==> src/rtl/uart_cfg_arbiter_if.sv <==
// Regfile write port plus the two configuration-requester handshakes.
// The arbiter connects through the master modport; the config sources and regfile use the slave modport.
interface uart_cfg_arbiter_if;
  logic       req0;
  logic [3:0] addr0;
  logic [3:0] data0;
  logic       done0;
  logic       req1;
  logic [3:0] addr1;
  logic [3:0] data1;
  logic       done1;
  logic       rf_valid;
  logic [3:0] rf_address;
  logic [3:0] rf_data;
  logic       rf_ack;
  logic       boot_done;
  logic       busy;
  logic       timeout_err;

  modport master (
    input  req0, addr0, data0, req1, addr1, data1, rf_ack,
    output done0, done1, rf_valid, rf_address, rf_data, boot_done, busy, timeout_err
  );

  modport slave (
    output req0, addr0, data0, req1, addr1, data1, rf_ack,
    input  done0, done1, rf_valid, rf_address, rf_data, boot_done, busy, timeout_err
  );
endinterface

==> src/rtl/uart_cfg_arbiter.sv <==
// Boot-sequences default UART frame settings, then round-robin shares the regfile write port.
// Optional ack timeout is enabled by defining UART_ARB_TIMEOUT_EN.
module uart_cfg_arbiter #(
  parameter logic       DEF_PARITY      = 1'b0,
  parameter logic       DEF_PARITY_TYPE = 1'b0,
  parameter logic       DEF_STOP_BITS   = 1'b0,
  parameter logic [3:0] DEF_FRAME_LEN   = 4'd8,
  parameter int         TIMEOUT         = 16
) (
  input  logic               clk,
  input  logic               rst,
  uart_cfg_arbiter_if.master bus
);

  typedef enum logic [1:0] {S_BOOT, S_BOOT_WAIT, S_IDLE, S_XFER} state_t;

  state_t     r_state, w_next;
  logic [1:0] r_idx, w_idx;
  logic       r_ptr, w_ptr;
  logic       r_rf_valid, w_rf_valid;
  logic [3:0] r_rf_address, w_rf_address;
  logic [3:0] r_rf_data, w_rf_data;
  logic       r_done0, w_done0;
  logic       r_done1, w_done1;
  logic       r_boot_done, w_boot_done;
  logic       r_busy, w_busy;
  logic       r_timeout_err, w_timeout_err;
  logic       w_ack, w_req, w_grant1, w_tmo;

  function automatic logic [3:0] boot_val(input logic [1:0] idx);
    case (idx)
      2'd0:    boot_val = {3'b000, DEF_PARITY};
      2'd1:    boot_val = {3'b000, DEF_PARITY_TYPE};
      2'd2:    boot_val = {3'b000, DEF_STOP_BITS};
      default: boot_val = DEF_FRAME_LEN;
    endcase
  endfunction

  assign w_ack    = bus.rf_ack & r_rf_valid;
  assign w_req    = bus.req0 | bus.req1;
  // On a tie the requester that did not win last time is served.
  assign w_grant1 = bus.req1 & (~bus.req0 | ~r_ptr);

`ifdef UART_ARB_TIMEOUT_EN
  logic [15:0] r_cnt;
  logic        w_wait;

  assign w_wait = (r_state == S_BOOT_WAIT) || (r_state == S_XFER);
  assign w_tmo  = w_wait && !w_ack && (r_cnt == 16'(TIMEOUT - 1));

  // Both wait states are only entered from BOOT or IDLE, where the count is held at zero.
  always_ff @(posedge clk or negedge rst) begin
    if (!rst)        r_cnt <= '0;
    else if (!w_wait) r_cnt <= '0;
    else             r_cnt <= r_cnt + 16'd1;
  end
`else
  logic w_unused_timeout;
  assign w_tmo            = 1'b0;
  assign w_unused_timeout = (TIMEOUT == 0);
`endif

  always_ff @(posedge clk or negedge rst) begin
    if (!rst) begin
      r_state       <= S_BOOT;
      r_idx         <= 2'd0;
      r_ptr         <= 1'b1;
      r_rf_valid    <= 1'b0;
      r_rf_address  <= 4'd0;
      r_rf_data     <= 4'd0;
      r_done0       <= 1'b0;
      r_done1       <= 1'b0;
      r_boot_done   <= 1'b0;
      r_busy        <= 1'b0;
      r_timeout_err <= 1'b0;
    end else begin
      r_state       <= w_next;
      r_idx         <= w_idx;
      r_ptr         <= w_ptr;
      r_rf_valid    <= w_rf_valid;
      r_rf_address  <= w_rf_address;
      r_rf_data     <= w_rf_data;
      r_done0       <= w_done0;
      r_done1       <= w_done1;
      r_boot_done   <= w_boot_done;
      r_busy        <= w_busy;
      r_timeout_err <= w_timeout_err;
    end
  end

  always_comb begin
    w_next = r_state;
    unique case (r_state)
      S_BOOT:      w_next = S_BOOT_WAIT;
      S_BOOT_WAIT: begin
        if (w_ack)      w_next = (r_idx == 2'd3) ? S_IDLE : S_BOOT;
        else if (w_tmo) w_next = S_BOOT;
      end
      S_IDLE:      if (w_req) w_next = S_XFER;
      S_XFER:      if (w_ack || w_tmo) w_next = S_IDLE;
      default:     w_next = S_BOOT;
    endcase
  end

  always_comb begin
    w_idx         = r_idx;
    w_ptr         = r_ptr;
    w_rf_valid    = r_rf_valid;
    w_rf_address  = r_rf_address;
    w_rf_data     = r_rf_data;
    w_done0       = 1'b0;
    w_done1       = 1'b0;
    w_boot_done   = r_boot_done;
    w_timeout_err = 1'b0;
    w_busy        = (w_next != S_IDLE);
    unique case (r_state)
      S_BOOT: begin
        w_rf_valid   = 1'b1;
        w_rf_address = {2'b00, r_idx};
        w_rf_data    = boot_val(r_idx);
      end
      S_BOOT_WAIT: begin
        if (w_ack) begin
          w_rf_valid = 1'b0;
          w_idx      = r_idx + 2'd1;
          if (r_idx == 2'd3) w_boot_done = 1'b1;
        end else if (w_tmo) begin
          w_rf_valid    = 1'b0;
          w_timeout_err = 1'b1;
        end
      end
      S_IDLE: begin
        w_rf_valid = 1'b0;
        if (w_req) begin
          w_rf_valid   = 1'b1;
          w_ptr        = w_grant1;
          w_rf_address = w_grant1 ? bus.addr1 : bus.addr0;
          w_rf_data    = w_grant1 ? bus.data1 : bus.data0;
        end
      end
      S_XFER: begin
        // The grant pointer doubles as the owner of the outstanding transfer.
        if (w_ack || w_tmo) begin
          w_rf_valid    = 1'b0;
          w_done0       = ~r_ptr;
          w_done1       = r_ptr;
          w_timeout_err = w_tmo;
        end
      end
      default: w_rf_valid = 1'b0;
    endcase
  end

  assign bus.rf_valid    = r_rf_valid;
  assign bus.rf_address  = r_rf_address;
  assign bus.rf_data     = r_rf_data;
  assign bus.done0       = r_done0;
  assign bus.done1       = r_done1;
  assign bus.boot_done   = r_boot_done;
  assign bus.busy        = r_busy;
  assign bus.timeout_err = r_timeout_err;

endmodule

==> src/flat_wrapper.sv <==
// flat-port wrapper written by rule: the top's interface ports become plain ports
module uart_cfg_arbiter_flat 
#(
  parameter logic       DEF_PARITY      = 1'b0,
  parameter logic       DEF_PARITY_TYPE = 1'b0,
  parameter logic       DEF_STOP_BITS   = 1'b0,
  parameter logic [3:0] DEF_FRAME_LEN   = 4'd8,
  parameter int         TIMEOUT         = 16
)
  (clk, rst, bus_req0, bus_addr0, bus_data0, bus_req1, bus_addr1, bus_data1, bus_rf_ack, bus_done0, bus_done1, bus_rf_valid, bus_rf_address, bus_rf_data, bus_boot_done, bus_busy, bus_timeout_err);
  uart_cfg_arbiter_if bus_i ();
  input  logic clk;
  input  logic rst;
  input wire logic [$bits(bus_i.req0)-1:0] bus_req0;
  input wire logic [$bits(bus_i.addr0)-1:0] bus_addr0;
  input wire logic [$bits(bus_i.data0)-1:0] bus_data0;
  input wire logic [$bits(bus_i.req1)-1:0] bus_req1;
  input wire logic [$bits(bus_i.addr1)-1:0] bus_addr1;
  input wire logic [$bits(bus_i.data1)-1:0] bus_data1;
  input wire logic [$bits(bus_i.rf_ack)-1:0] bus_rf_ack;
  output wire logic [$bits(bus_i.done0)-1:0] bus_done0;
  output wire logic [$bits(bus_i.done1)-1:0] bus_done1;
  output wire logic [$bits(bus_i.rf_valid)-1:0] bus_rf_valid;
  output wire logic [$bits(bus_i.rf_address)-1:0] bus_rf_address;
  output wire logic [$bits(bus_i.rf_data)-1:0] bus_rf_data;
  output wire logic [$bits(bus_i.boot_done)-1:0] bus_boot_done;
  output wire logic [$bits(bus_i.busy)-1:0] bus_busy;
  output wire logic [$bits(bus_i.timeout_err)-1:0] bus_timeout_err;
  assign bus_i.req0 = bus_req0;
  assign bus_i.addr0 = bus_addr0;
  assign bus_i.data0 = bus_data0;
  assign bus_i.req1 = bus_req1;
  assign bus_i.addr1 = bus_addr1;
  assign bus_i.data1 = bus_data1;
  assign bus_i.rf_ack = bus_rf_ack;
  assign bus_done0 = bus_i.done0;
  assign bus_done1 = bus_i.done1;
  assign bus_rf_valid = bus_i.rf_valid;
  assign bus_rf_address = bus_i.rf_address;
  assign bus_rf_data = bus_i.rf_data;
  assign bus_boot_done = bus_i.boot_done;
  assign bus_busy = bus_i.busy;
  assign bus_timeout_err = bus_i.timeout_err;
  uart_cfg_arbiter #(.DEF_PARITY(DEF_PARITY), .DEF_PARITY_TYPE(DEF_PARITY_TYPE), .DEF_STOP_BITS(DEF_STOP_BITS), .DEF_FRAME_LEN(DEF_FRAME_LEN), .TIMEOUT(TIMEOUT)) u_core (.clk(clk), .rst(rst), .bus(bus_i));
endmodule
==> config.mk <==
export PLATFORM = sky130hd
export DESIGN_NAME = uart_cfg_arbiter_flat
export DESIGN_NICKNAME = d
export VERILOG_FILES = /design/src/rtl/uart_cfg_arbiter_if.sv /design/src/rtl/uart_cfg_arbiter.sv /design/src/flat_wrapper.sv
export SDC_FILE = /design/constraint.sdc
export NUM_CORES = 1
export LEC_CHECK = 0
export ABC_AREA = 0
export BUFFER_PORTS_ARGS = -buffer_cell sky130_fd_sc_hd__buf_2
export CAP_MARGIN = 5
export CORE_ASPECT_RATIO = 1.25
export CORE_MARGIN = 5
export CORE_UTILIZATION = 35
export CTS_BUF_LIST = sky130_fd_sc_hd__clkbuf_8
export CTS_CLUSTER_SIZE = 16
export DETAILED_ROUTE_END_ITERATION = 10
export GPL_ROUTABILITY_DRIVEN = 1
export PLACE_DENSITY = 0.67
export SLEW_MARGIN = 5
export SYNTH_ARGS = -nofsm -noshare
export SYNTH_HDL_FRONTEND = slang
export SYNTH_SLANG_ARGS = --single-unit
==> constraint.sdc <==
create_clock -name clk -period 3 [get_ports clk]
set_input_delay 0.15 -clock clk [delete_from_list [all_inputs] [get_ports clk]]
set_output_delay 0.15 -clock clk [all_outputs]
set_load 0.01 [all_outputs]
Word-level counts from Yosys, hierarchy flattened
Cells that the tools add are included.

storage, ports and cells
  register bits = 18
  latch bits = 0
  memory bits (writable) = 0
  ROM bits = 0
  bits of input ports = 21
  output and inout port bits = 14
  word-level logic and storage cells = 54
  memories kept = 0

operators by class
  add/sub/neg operators = 1
  $mul = 0
  div/mod/pow operators = 0
  $lt $le $gt $ge = 0
  equal/unequal tests = 9
  shifts and indexed selects = 0
  multiplexer cells = 19
  bitwise operators = 6
  reductions and logical operators = 9

operators by type and width
  kind                                                   number
  2-to-1 mux 4 bit                                       5
  case mux 4 bit (2 select lines)                        2
  == test 2 bit, second input constant                   4
  2-to-1 mux 2 bit                                       4
  case mux 2 bit (4 select lines)                        1
  2-to-1 mux 1 bit                                       6
  AND reduction 2 bit                                    3
  == test 2 x 1 -> 1 bit, second input constant          2
  logical NOT 2 bit                                      2
  inequality test 2 x 1 -> 1 bit, second input constant  2
  case mux 1 bit (3 select lines)                        1
  AND reduction 3 bit                                    1
  OR reduction 3 bit                                     1
  adder 2 x 1 -> 2 bit, second input constant            1
  AND 1 bit                                              2
  inequality test 2 bit, second input constant           1
  inverter 1 bit                                         2
  OR 1 bit                                               2
  nonzero test 2 bit                                     1
  OR reduction 2 bit                                     1

Depth between registers and ports, before layout
  depth in word-level cells = 6
  mapped depth = 4
  gate-level depth less buffers = 3

Worst setup path before layout
OpenSTA, ideal clock, no wires.

  path kind = register to register
  start point = register u_core.r_state[0]
  end point = register u_core.r_idx[1]
  setup time = 0.128 ns
  arrival = 1.043 ns
  required time = 2.872 ns
  setup slack = 1.829 ns
  stages on the path, launching flop included = 5
  path buffers = 1
  clock period less this slack = 1.171 ns
  cells stage by stage = dfrtp_1 -> buf_2 -> nand3_1 -> nor2_1 -> mux2_1

between the ends
  cells in the longest elaborated chain, start to end = 2

ends and longest elaborated chain
  item                           line                     text
  start: declaration             uart_cfg_arbiter.sv:17   state_t r_state, w_next;
  start signal: assignment       uart_cfg_arbiter.sv:77   r_state <= w_next;
  == test 2 x 1 -> 1 bit         uart_cfg_arbiter.sv:116  unique case (r_state)
  AND reduction 2 bit (no line)  n/a
  end signal: assignment         uart_cfg_arbiter.sv:78   r_idx <= w_idx;
  end: declaration               uart_cfg_arbiter.sv:18   logic [1:0] r_idx, w_idx;

No other way between the ends.
A chain may end at the register's enable or synchronous reset.

Final worst setup path
  start point = register u_core.r_ptr
  end point = register u_core.r_rf_address[0], in the netlist u_core.bus.rf_address[0]

between the ends
  cells in the longest elaborated chain, start to end = 6

ends and longest elaborated chain
  item                             line                     text
  start: declaration               uart_cfg_arbiter.sv:19   logic r_ptr, w_ptr;
  start signal: assignment         uart_cfg_arbiter.sv:79   r_ptr <= w_ptr;
  inverter 1 bit                   uart_cfg_arbiter.sv:42   assign w_grant1 = bus.req1 & (~bus.req0 | ~r_ptr);
  OR 1 bit                         uart_cfg_arbiter.sv:42
  AND 1 bit                        uart_cfg_arbiter.sv:42
  2-to-1 mux 4 bit                 uart_cfg_arbiter.sv:137  w_rf_address = w_grant1 ? bus.addr1 : bus.addr0;
  2-to-1 mux 4 bit                 uart_cfg_arbiter.sv:134  if (w_req) begin
  case mux 4 bit (2 select lines)  uart_cfg_arbiter.sv:116
  end signal: assignment           uart_cfg_arbiter.sv:81   r_rf_address <= w_rf_address;
  end: declaration                 uart_cfg_arbiter.sv:21   logic [3:0] r_rf_address, w_rf_address;

No other way between the ends. The select of a mux whose other input is x is not followed.

==> metrics.txt <==
status finished, final reports clean; total power after layout 844.8 uW; dominant synthesized flop cell sky130_fd_sc_hd__dfrtp_1; share of Yosys cell area claimed by the top area cell type 47.03%; overall die width 55.47 um; worst hold slack 0.1110 ns; cell with the most instances after synthesis sky130_fd_sc_hd__dfrtp_1; shortest clock period the worst path allows after layout 1.406 ns; fraction of layout cells with a size suffix above 1 48.57%; required time reported for the critical path endpoint 3.11 ns; Top-Level Pins 35; DR pass1 iterations 4; post-synthesis register bit count 18; clock tree root buffer cell sky130_fd_sc_hd__clkbuf_8; Final ANT Viol Nets 0; Clk pin slew, worst setup/hold paths 0.07 ns; core area 2452 um2; Crit path largest cell delay 0.50 ns; Starting Density 36.89%; Post-DP HPWL 1.427 mm; largest fanout of any net on the critical path 8; cell breakdown of the critical path a21boi_2 > mux2i_1 > o211ai_2; crit path capture type register; Slew Viols, Final 0; start-to-end type of the worst setup path register to register; Via-to-Cell Ratio 4.659; Num Clock Sinks 18; share of flip-flops with an asynchronous set or reset after synthesis 100.0%; wire length of the first global-routing pass 3.132 mm; total area of multi-input combinational cells 419.2 um2; routed wire length per instance 13.14 um; number of fillers in the final layout 255; unrepaired setup endpoints after global routing no; upper clock frequency limit 0.7115 GHz; instance count after placement with tap cells included 133; Period Utilization, post-route 46.85%; kind of start point of the critical path register; vias in the first global route 682; CTS Buffer Depth 2; summed instance area of the synthesized netlist 904.6 um2; RD Place Congestion 0.7329; arrival time of data at the critical path endpoint 1.52 ns; hold violation count in the final report 0; area delta synth->final 26.28%; DR DRC count 0; filler-free cell count of the finished design 138; Die Y-Extent 66.84 um; peak supply drop 0.4043 mV; final-layout setup total negative slack 0 ns; standard-cell row count 20; critical path buffer and inverter count 0; number of antenna diodes 0; delay-heaviest family, CP compound AO/OA/AOI/OAI gates; slowest stage cell, crit path sky130_fd_sc_hd__a21boi_2; largest net degree at the start of global routing 19; post-CTS setup repair buffer count 0; Max Cap Violations 0; cts hold-fix bufs 1; wire length reported by the detailed router 1.813 mm; residual overflow from global routing 0; first-iteration detailed-routing DRC count 5; total global-route track usage 10.49%; Worst-Margin Slew 0.6050 ns; Port-buffer cells 33; Pleak 0.5659 nW; worst slew slack as a fraction of its limit 59.43%; Die Footprint 3708 um2; Syn Area/Cell 12.56 um2; area used by sequential logic in the layout 451.7 um2; cts repair resizes 0; net count reported at finish 129; pwr dens 739.6 nW/um2; biggest area consumer among synthesized cells sky130_fd_sc_hd__dfrtp_1; antenna violations before repair 0; CTS buffer count 3; Worst Skew 0.003192 ns; htree depth 1; EDFF count, synth 0; count of different cell masters after synthesis 31; Synth Warn # 0; class of the worst hold path input port to register; syn_nets 95; insertion delay to the later sink of the worst-skew pair 0.24 ns; routed vias 643; final design utilization 46.58%; leading post-synthesis cells by instance count 17 x sky130_fd_sc_hd__dfrtp_1, 8 x sky130_fd_sc_hd__mux2i_1, 5 x sky130_fd_sc_hd__o2bb2ai_2; Area contributors post-synth sky130_fd_sc_hd__dfrtp_1 47%, sky130_fd_sc_hd__mux2i_1 8.9%, sky130_fd_sc_hd__o2bb2ai_2 8.3%; final setup violation count 0; Mapped Cells 72; register area share after synthesis 49.93%; clock tree from TritonCTS done
==> registers in the layout, indices dropped and copies added (netlist names) <==
| register | cells |
|---|---|
| u_core.bus.rf_data | 4 |
| u_core.bus.done1 | 1 |
| u_core.bus.boot_done | 1 |
| u_core.r_ptr | 1 |
| u_core.bus.done0 | 1 |
| u_core.bus.rf_address | 4 |
| u_core.r_idx | 2 |
| u_core.bus.busy | 1 |
| u_core.r_state | 2 |
| u_core.bus.rf_valid | 1 |
==> worst reg2reg max path, cell delays in order, from the launching register on <==
cell	delay [ns]
sky130_fd_sc_hd__dfstp_2	0.39
sky130_fd_sc_hd__a21boi_2	0.50
sky130_fd_sc_hd__mux2i_1	0.30
sky130_fd_sc_hd__o211ai_2	0.09
==> metal layers <==
layer	track usage [%]	vias to the layer above	part of all wire, %
li1	-	324	-
met1	12.53	292	46
met2	17.16	25	44
met3	4.457	2	9.1
met4	3.040	0	0.50
met5	0	-	0
==> logic make-up after synthesis <==
group | Yosys count | synth area share, %
AOI/OAI and AO/OA | 20 | 21.16
DFF | 18 | 49.93
and+or+nand+nor | 16 | 10.93
muxes | 9 | 10.10
buffers and inverters | 5 | 3.734
adders and majority gates | 2 | 2.766
other | 1 | 0.4145
xor gates and xnor gates | 1 | 0.9684
==> layout make-up <==
type / instances / share of cell area (%)
sequential: 18 / 39.54
multi-input combinational: 49 / 36.69
timing repair buffer: 34 / 15.33
clock buffer: 4 / 4.819
tap: 33 / 3.614
==> worst paths after layout <==
path                                                  start                                   end  slack (ns)  cells past startpoint
max in group asynchronous                               rst              u_core.r_ptr$_DFFE_PN1P_        2.31                      2
hold / removal                                   bus_rf_ack       u_core.bus.rf_valid$_DFFE_PN0P_        0.11                      2
hold reg to reg            u_core.bus.boot_done$_DFFE_PN0P_      u_core.bus.boot_done$_DFFE_PN0P_        0.48                      1
setup / recovery                   u_core.r_ptr$_DFFE_PN1P_  u_core.bus.rf_address[0]$_DFFE_PN0P_        1.59                      3
min in group asynchronous                               rst  u_core.bus.rf_address[1]$_DFFE_PN0P_        0.37                      2
setup reg to reg                   u_core.r_ptr$_DFFE_PN1P_  u_core.bus.rf_address[0]$_DFFE_PN0P_        1.59                      3
==> placed cells by master (no fill, tap or decap), drive strengths merged <==
cell type    count
a21boi           2
a21oi            2
a31oi            1
and2b            1
and3             2
buf             33
clkbuf           4
conb             1
dfrtp           17
dfstp            1
dlygate4sd3      1
ha               2
mux2             1
mux2i            8
nand2            3
nand2b           1
nand3            1
nor2             3
nor3b            1
o211ai           3
o21ai            5
o21bai           1
o2bb2ai          5
o31ai            1
or2              1
or3b             3
xor2             1
==> per-stage QoR <==
stage	area (um2)	setup slack [ns]
after global placement	1077	1.619
final	1142	1.594
after detailed placement	1077	1.587
after CTS	1142	1.572
after floorplan	904.6	1.829
after global routing	1142	1.516
==> power by group <==
group          switching, mW  leakage, nW  internal, mW
logic                  0.121        0.312         0.140
clock network         0.0718       0.0288         0.116
registers             0.0703        0.225         0.325
Note: power is estimated with default switching activity, not from simulation.
